## config.mk

```make
export PLATFORM = sky130hd
export DESIGN_NAME = disp_scan
export DESIGN_NICKNAME = d
export VERILOG_FILES = /design/src/rtl/disp_scan.sv
export SDC_FILE = /design/constraint.sdc
export NUM_CORES = 1
export LEC_CHECK = 0
export CORE_MARGIN = 2
export CORE_UTILIZATION = 46
export CTS_BUF_LIST = sky130_fd_sc_hd__clkbuf_8
export DETAILED_ROUTE_END_ITERATION = 16
export PLACE_DENSITY = 0.86
export SLEW_MARGIN = 20
export SYNTH_ARGS = -nofsm -noshare
export SYNTH_HDL_FRONTEND = slang
export SYNTH_SLANG_ARGS = --single-unit
```

## constraint.sdc

```tcl
create_clock -name clk -period 2.43 [get_ports clk]
set_input_delay 0.3645 -clock clk [delete_from_list [all_inputs] [get_ports clk]]
set_output_delay 0.3645 -clock clk [all_outputs]
set_load 0.01 [all_outputs]
```

## src/rtl/disp_scan.sv

```systemverilog
// Four-digit seven-segment scan controller: cycles the digits with a dead-time
// blanking interval before each one and honours a per-digit blank mask.
module disp_scan #(
  parameter int DIV  = 50000,
  parameter int DEAD = 4
) (
  input  logic       clk,
  input  logic       rst,
  input  logic       en,
  input  logic [6:0] seg0,
  input  logic [6:0] seg1,
  input  logic [6:0] seg2,
  input  logic [6:0] seg3,
  input  logic [3:0] blank,
  output logic       rd0,
  output logic       rd1,
  output logic       rd2,
  output logic       rd3,
  output logic [6:0] seg_n,
  output logic [1:0] slot,
  output logic       frame
);

  localparam int CW = (DIV > 1) ? $clog2(DIV) : 1;
  localparam logic [CW-1:0] CNT_LAST  = CW'(DIV - 1);
  localparam logic [CW-1:0] DEAD_LAST = CW'(DEAD - 1);
  localparam logic [CW-1:0] CNT_ONE   = CW'(1);

  typedef enum logic [1:0] {S_IDLE = 2'd0, S_DEAD = 2'd1, S_SHOW = 2'd2} state_t;

  state_t        state_r;
  logic [CW-1:0] cnt_r;
  logic [6:0]    latch_r;
  logic [3:0]    rd_r;
  logic [6:0]    seg_n_r;
  logic [1:0]    slot_r;
  logic          frame_r;
  logic [6:0]    seg_sel_s;
  logic [3:0]    rd_lit_s;

  assign rd0   = rd_r[0];
  assign rd1   = rd_r[1];
  assign rd2   = rd_r[2];
  assign rd3   = rd_r[3];
  assign seg_n = seg_n_r;
  assign slot  = slot_r;
  assign frame = frame_r;

  // Pattern of the current slot's digit and its active-low enable vector.
  always_comb begin
    seg_sel_s = 7'h00;
    case (slot_r)
      2'd0:    seg_sel_s = seg0;
      2'd1:    seg_sel_s = seg1;
      2'd2:    seg_sel_s = seg2;
      2'd3:    seg_sel_s = seg3;
      default: seg_sel_s = 7'h00;
    endcase
    rd_lit_s = ~(4'b0001 << slot_r);
  end

  // Scan state machine with registered digit and segment drives.
  always_ff @(posedge clk) begin
    if (rst || !en) begin
      // Disable behaves like reset, except the latched pattern is kept.
      state_r <= S_IDLE;
      cnt_r   <= '0;
      rd_r    <= 4'hF;
      seg_n_r <= 7'h7F;
      slot_r  <= 2'd0;
      frame_r <= 1'b0;
      if (rst) begin
        latch_r <= 7'h00;
      end else begin
        latch_r <= latch_r;
      end
    end else begin
      case (state_r)
        S_IDLE: begin
          state_r <= S_DEAD;
          cnt_r   <= '0;
          rd_r    <= 4'hF;
          seg_n_r <= 7'h7F;
          slot_r  <= 2'd0;
          frame_r <= 1'b0;
        end
        S_DEAD: begin
          frame_r <= 1'b0;
          cnt_r   <= cnt_r + CNT_ONE;
          if (cnt_r == DEAD_LAST) begin
            // Capture and drive in the same edge so the first lit cycle is correct.
            latch_r <= seg_sel_s;
            state_r <= S_SHOW;
            if (blank[slot_r]) begin
              rd_r    <= 4'hF;
              seg_n_r <= 7'h7F;
            end else begin
              rd_r    <= rd_lit_s;
              seg_n_r <= ~seg_sel_s;
            end
          end else begin
            rd_r    <= 4'hF;
            seg_n_r <= 7'h7F;
          end
        end
        S_SHOW: begin
          frame_r <= 1'b0;
          if (cnt_r == CNT_LAST) begin
            cnt_r   <= '0;
            slot_r  <= slot_r + 2'd1;
            state_r <= S_DEAD;
            rd_r    <= 4'hF;
            seg_n_r <= 7'h7F;
            frame_r <= (slot_r == 2'd3);
          end else begin
            cnt_r <= cnt_r + CNT_ONE;
            if (blank[slot_r]) begin
              rd_r    <= 4'hF;
              seg_n_r <= 7'h7F;
            end else begin
              rd_r    <= rd_lit_s;
              seg_n_r <= ~latch_r;
            end
          end
        end
        default: begin
          state_r <= S_IDLE;
          cnt_r   <= '0;
          rd_r    <= 4'hF;
          seg_n_r <= 7'h7F;
          slot_r  <= 2'd0;
          frame_r <= 1'b0;
        end
      endcase
    end
  end

endmodule

```

==> out/qor.tcl <==
set qor(globalplace.congestion) 0.817
set qor(syn_area_per_cell_um2) 9.22
set qor(clock.fmax_mhz) 454
set qor(yosys-top-cells-area) {sky130_fd_sc_hd__dfxtp_1 (32%), sky130_fd_sc_hd__edfxtp_1 (10%), sky130_fd_sc_hd__ha_1 (6.2%), sky130_fd_sc_hd__nor2_1 (5.0%), sky130_fd_sc_hd__xnor2_1 (4.3%)}
set qor(clock_tree.buffer_depth) 2
set qor(maximum_number_of_pins_on_one_net_before_global_route_repair) 19
set qor(layoutNonFillerInstCount) 323
set qor(port-buffer-count) 48
set qor(clock_tree.root_cell) {sky130_fd_sc_hd__clkbuf_8}
set qor(fin_crit_ps) 2200
set qor(globalRouteOverflowTotal) 0
set qor(synth_compound_area_share_pct) 14.9
set qor(synth.mux.area_fraction_pct) 5.58
set qor(maxSlewViolCount) 0
set qor(fin_worst_skew_ps) 10.2
set qor(signed_area_change_from_the_synthesized_netlist_to_the_final_layout_pct) 31.4
set qor(ys.warnings.count) 0
set qor(antenna_violating_nets_post_route) 0
set qor(yosys.cell_count.top_type) {sky130_fd_sc_hd__dfxtp_1}
set qor(antenna_found_initial) 0
set qor(fp.coreArea_um2) 4290
set qor(yosysTopAreaCellShare_pct) 31.7
set qor(yosysUniqueCellTypes) 39
set qor(num-nets-final) 315
set qor(ios) 49
set qor(global_router_s_overall_resource_usage_pct) 19.4
set qor(dpl.hpwl_um) 3340
set qor(async_flop_share_pct) 0
set qor(postSynthNetCount) 264
set qor(worst_ep_arrival_time_ps) 2210
set qor(count_of_flip_flops_with_a_built_in_enable_after_synthesis) 7
set qor(dr_total_vias) 1690
set qor(number_of_max_cap_violations) 0
set qor(run_status) {completed}
set qor(crit-reg2reg-launch) {cnt_r[10]}
set qor(clk-insertion-delay-late_ps) 300
set qor(cells_after_synthesis) 219
set qor(cts_tree) {built}
set qor(antenna-diode-count) 0
set qor(global_route_wire_length_before_repair_um) 7620
set qor(dominant_combinational_cell_family_by_area_after_synthesis) {simple AND/OR/NAND/NOR gates}
set qor(detailedRoute.firstPassIterationCount) 4
set qor(hold_path_startpoint) {cnt_r[0]}
set qor(detail_route.wl_per_cell_um) 13.5
set qor(synth-adder-area-share_pct) 6.20
set qor(die_width_um) 70.3
set qor(hp-class) {reg -> reg}
set qor(row_count) 24
set qor(tns_ps) 0
set qor(synth.top_cells.by_count) {sky130_fd_sc_hd__dfxtp_1 (32), sky130_fd_sc_hd__nor2_1 (27), sky130_fd_sc_hd__inv_1 (23)}
set qor(floorplan.initialDensity_pct) 47.0
set qor(clkSinkCount) 39
set qor(report.final.hold_viol_count) 0
set qor(critPathRequiredTime_ps) 2430
set qor(worst_slew_margin_rel_pct) 57.7
set qor(ys_ff_latch) 39
set qor(worstSetupStartpoint) {cnt_r[10]}
set qor(cts_made_buffers) 5
set qor(worst-setup-path-type) {reg -> reg}
set qor(synth_area_um2) 2020
set qor(end_kind) {flop}
set qor(route.detailed.vias_per_inst) 5.23
set qor(finalSetupViolCount) 0
set qor(ys_seq_area_share_pct) 42.1
set qor(placedCellCount) 315
set qor(grt_setup_unrepaired) {false}
set qor(start_kind) {flop}
set qor(yosys_most_used_dff) {sky130_fd_sc_hd__dfxtp_1}
set qor(postRouteWirelength_um) 4370
set qor(post_cts_repair_setup_buffers) 0
set qor(yosys.area_share.simple_pct) 19.2
set qor(power_per_unit_of_standard_cell_area_nw_per_um2) 465
set qor(cts.htree.levels) 2
set qor(layout_worst_path_cycle_share_pct) 90.7
set qor(drc_errors) 0
set qor(worstPathMaxFanout) 10
set qor(synth_xor_xnor_area_share_pct) 5.20
set qor(worst_ir_drop_vdd_mv) 0.280
set qor(number_of_global_route_vias_before_repair) 1681
set qor(leakage_component_of_the_power_nw) 0.930
set qor(clkSlewWorstSetupHoldPaths_ps) 70
set qor(floorplan.die_area_um2) 4940
set qor(worst_slew_pin_slew_ps) 634
set qor(detail_route.iter0.violations) 84
set qor(final_layout_size_suffix_gt1_share_pct) 10.3
set qor(die_h_um) 70.3
set qor(yosys.area.top_type) {sky130_fd_sc_hd__dfxtp_1}
==> layout make-up <==
cell class,instances,area (µm²)
repair buffers,55,533
multi-input cells,146,1040
inverters,23,86.3
clock buffers,5,68.8
fillers,376,1640
clock inverters,3,12.5
well taps,52,65.1
flip-flops and latches,39,851
==> layer usage <==
layer / track usage (%) / wire length, µm
met1: 22.8 / 1860
met2: 31.9 / 2050
met3: 6.93 / 375
met4: 7.91 / 82
met5: 0 / 0
==> where the power goes <==
group,leakage [nW],switching [mW],internal (mW),total [mW]
clock,0.0505,0.212,0.193,0.405
combinational,0.548,0.0622,0.0868,0.149
sequential,0.331,0.00557,0.674,0.679
total,0.930,0.280,0.953,1.23
==> repair_timing <==
| action | CTS | global route |
|---|---|---|
| hold buffers | 0 | 0 |
| setup endpoints to repair | 0 | 8 |
| hold endpoints to repair | 0 | 0 |
| gates resized for setup | 0 | 1 |
==> state kept, by name (all words and copies together) (netlist names) <==
signal   flops
latch_r      7
state_r      2
rd_r         4
seg_n        7
frame        1
slot         2
cnt_r       16
==> final timing paths <==
| kind | to | slack, ps | depth (start not counted) |
|---|---|---|---|
| setup / recovery | latch_r[3] | 230 | 4 |
| hold / removal | cnt_r[0] | 450 | 1 |
| setup reg to reg | latch_r[3] | 230 | 4 |
| hold reg to reg | cnt_r[0] | 450 | 1 |
==> cell families after synthesis <==
| family | Yosys count |
|---|---|
| AO/OA/AOI/OAI | 40 |
| XOR/XNOR | 12 |
| adder cells (fa/ha/maj) | 10 |
| buffers and inverters | 34 |
| flip-flops | 39 |
| multiplexers | 9 |
| AND/OR/NAND/NOR | 75 |
==> cell usage in the layout (no fill, tap or decap), types with 2 or more instances in the layout <==
| cell type | count |
|---|---|
| sky130_fd_sc_hd__or4_1 | 2 |
| sky130_fd_sc_hd__o21ai_1 | 4 |
| sky130_fd_sc_hd__nand4_1 | 6 |
| sky130_fd_sc_hd__nor4_1 | 3 |
| sky130_fd_sc_hd__o21ai_0 | 10 |
| sky130_fd_sc_hd__buf_4 | 7 |
| sky130_fd_sc_hd__edfxtp_1 | 7 |
| sky130_fd_sc_hd__clkbuf_8 | 5 |
| sky130_fd_sc_hd__nand2_1 | 6 |
| sky130_fd_sc_hd__nor2b_1 | 5 |
| sky130_fd_sc_hd__o31ai_1 | 8 |
| sky130_fd_sc_hd__inv_1 | 25 |
| sky130_fd_sc_hd__a222oi_1 | 7 |
| sky130_fd_sc_hd__nand3_1 | 12 |
| sky130_fd_sc_hd__clkdlybuf4s50_1 | 48 |
| sky130_fd_sc_hd__dfxtp_1 | 32 |
| sky130_fd_sc_hd__or4_4 | 2 |
| sky130_fd_sc_hd__a21oi_1 | 5 |
| sky130_fd_sc_hd__ha_1 | 10 |
| sky130_fd_sc_hd__xnor2_1 | 10 |
| sky130_fd_sc_hd__or3_1 | 3 |
| sky130_fd_sc_hd__xor2_1 | 2 |
| sky130_fd_sc_hd__nor2_1 | 27 |
| sky130_fd_sc_hd__mux2_2 | 7 |
| sky130_fd_sc_hd__nor3_1 | 4 |
==> through the flow <==
stage	worst slack (ps)	area, µm²	hold WS, ps	util [%]	power [mW]
final	226	2650	449	61.8	1.23
after global routing	144	2650	480	61.8	1.29
after CTS	54.6	2650	455	61.7	1.25
after detailed placement	85.2	2570	439	59.8	0.843
after global placement	132	2570	431	59.8	0.838
after floorplan	93.9	2020	418	-	0.758
==> critical path: stages, from the launching register on <==
cell                       delay [ps]
sky130_fd_sc_hd__dfxtp_1          350
sky130_fd_sc_hd__or4_4            570
sky130_fd_sc_hd__or4_4            640
sky130_fd_sc_hd__o21bai_1         170
sky130_fd_sc_hd__buf_4            170
Power figures use the tool's default switching activity.
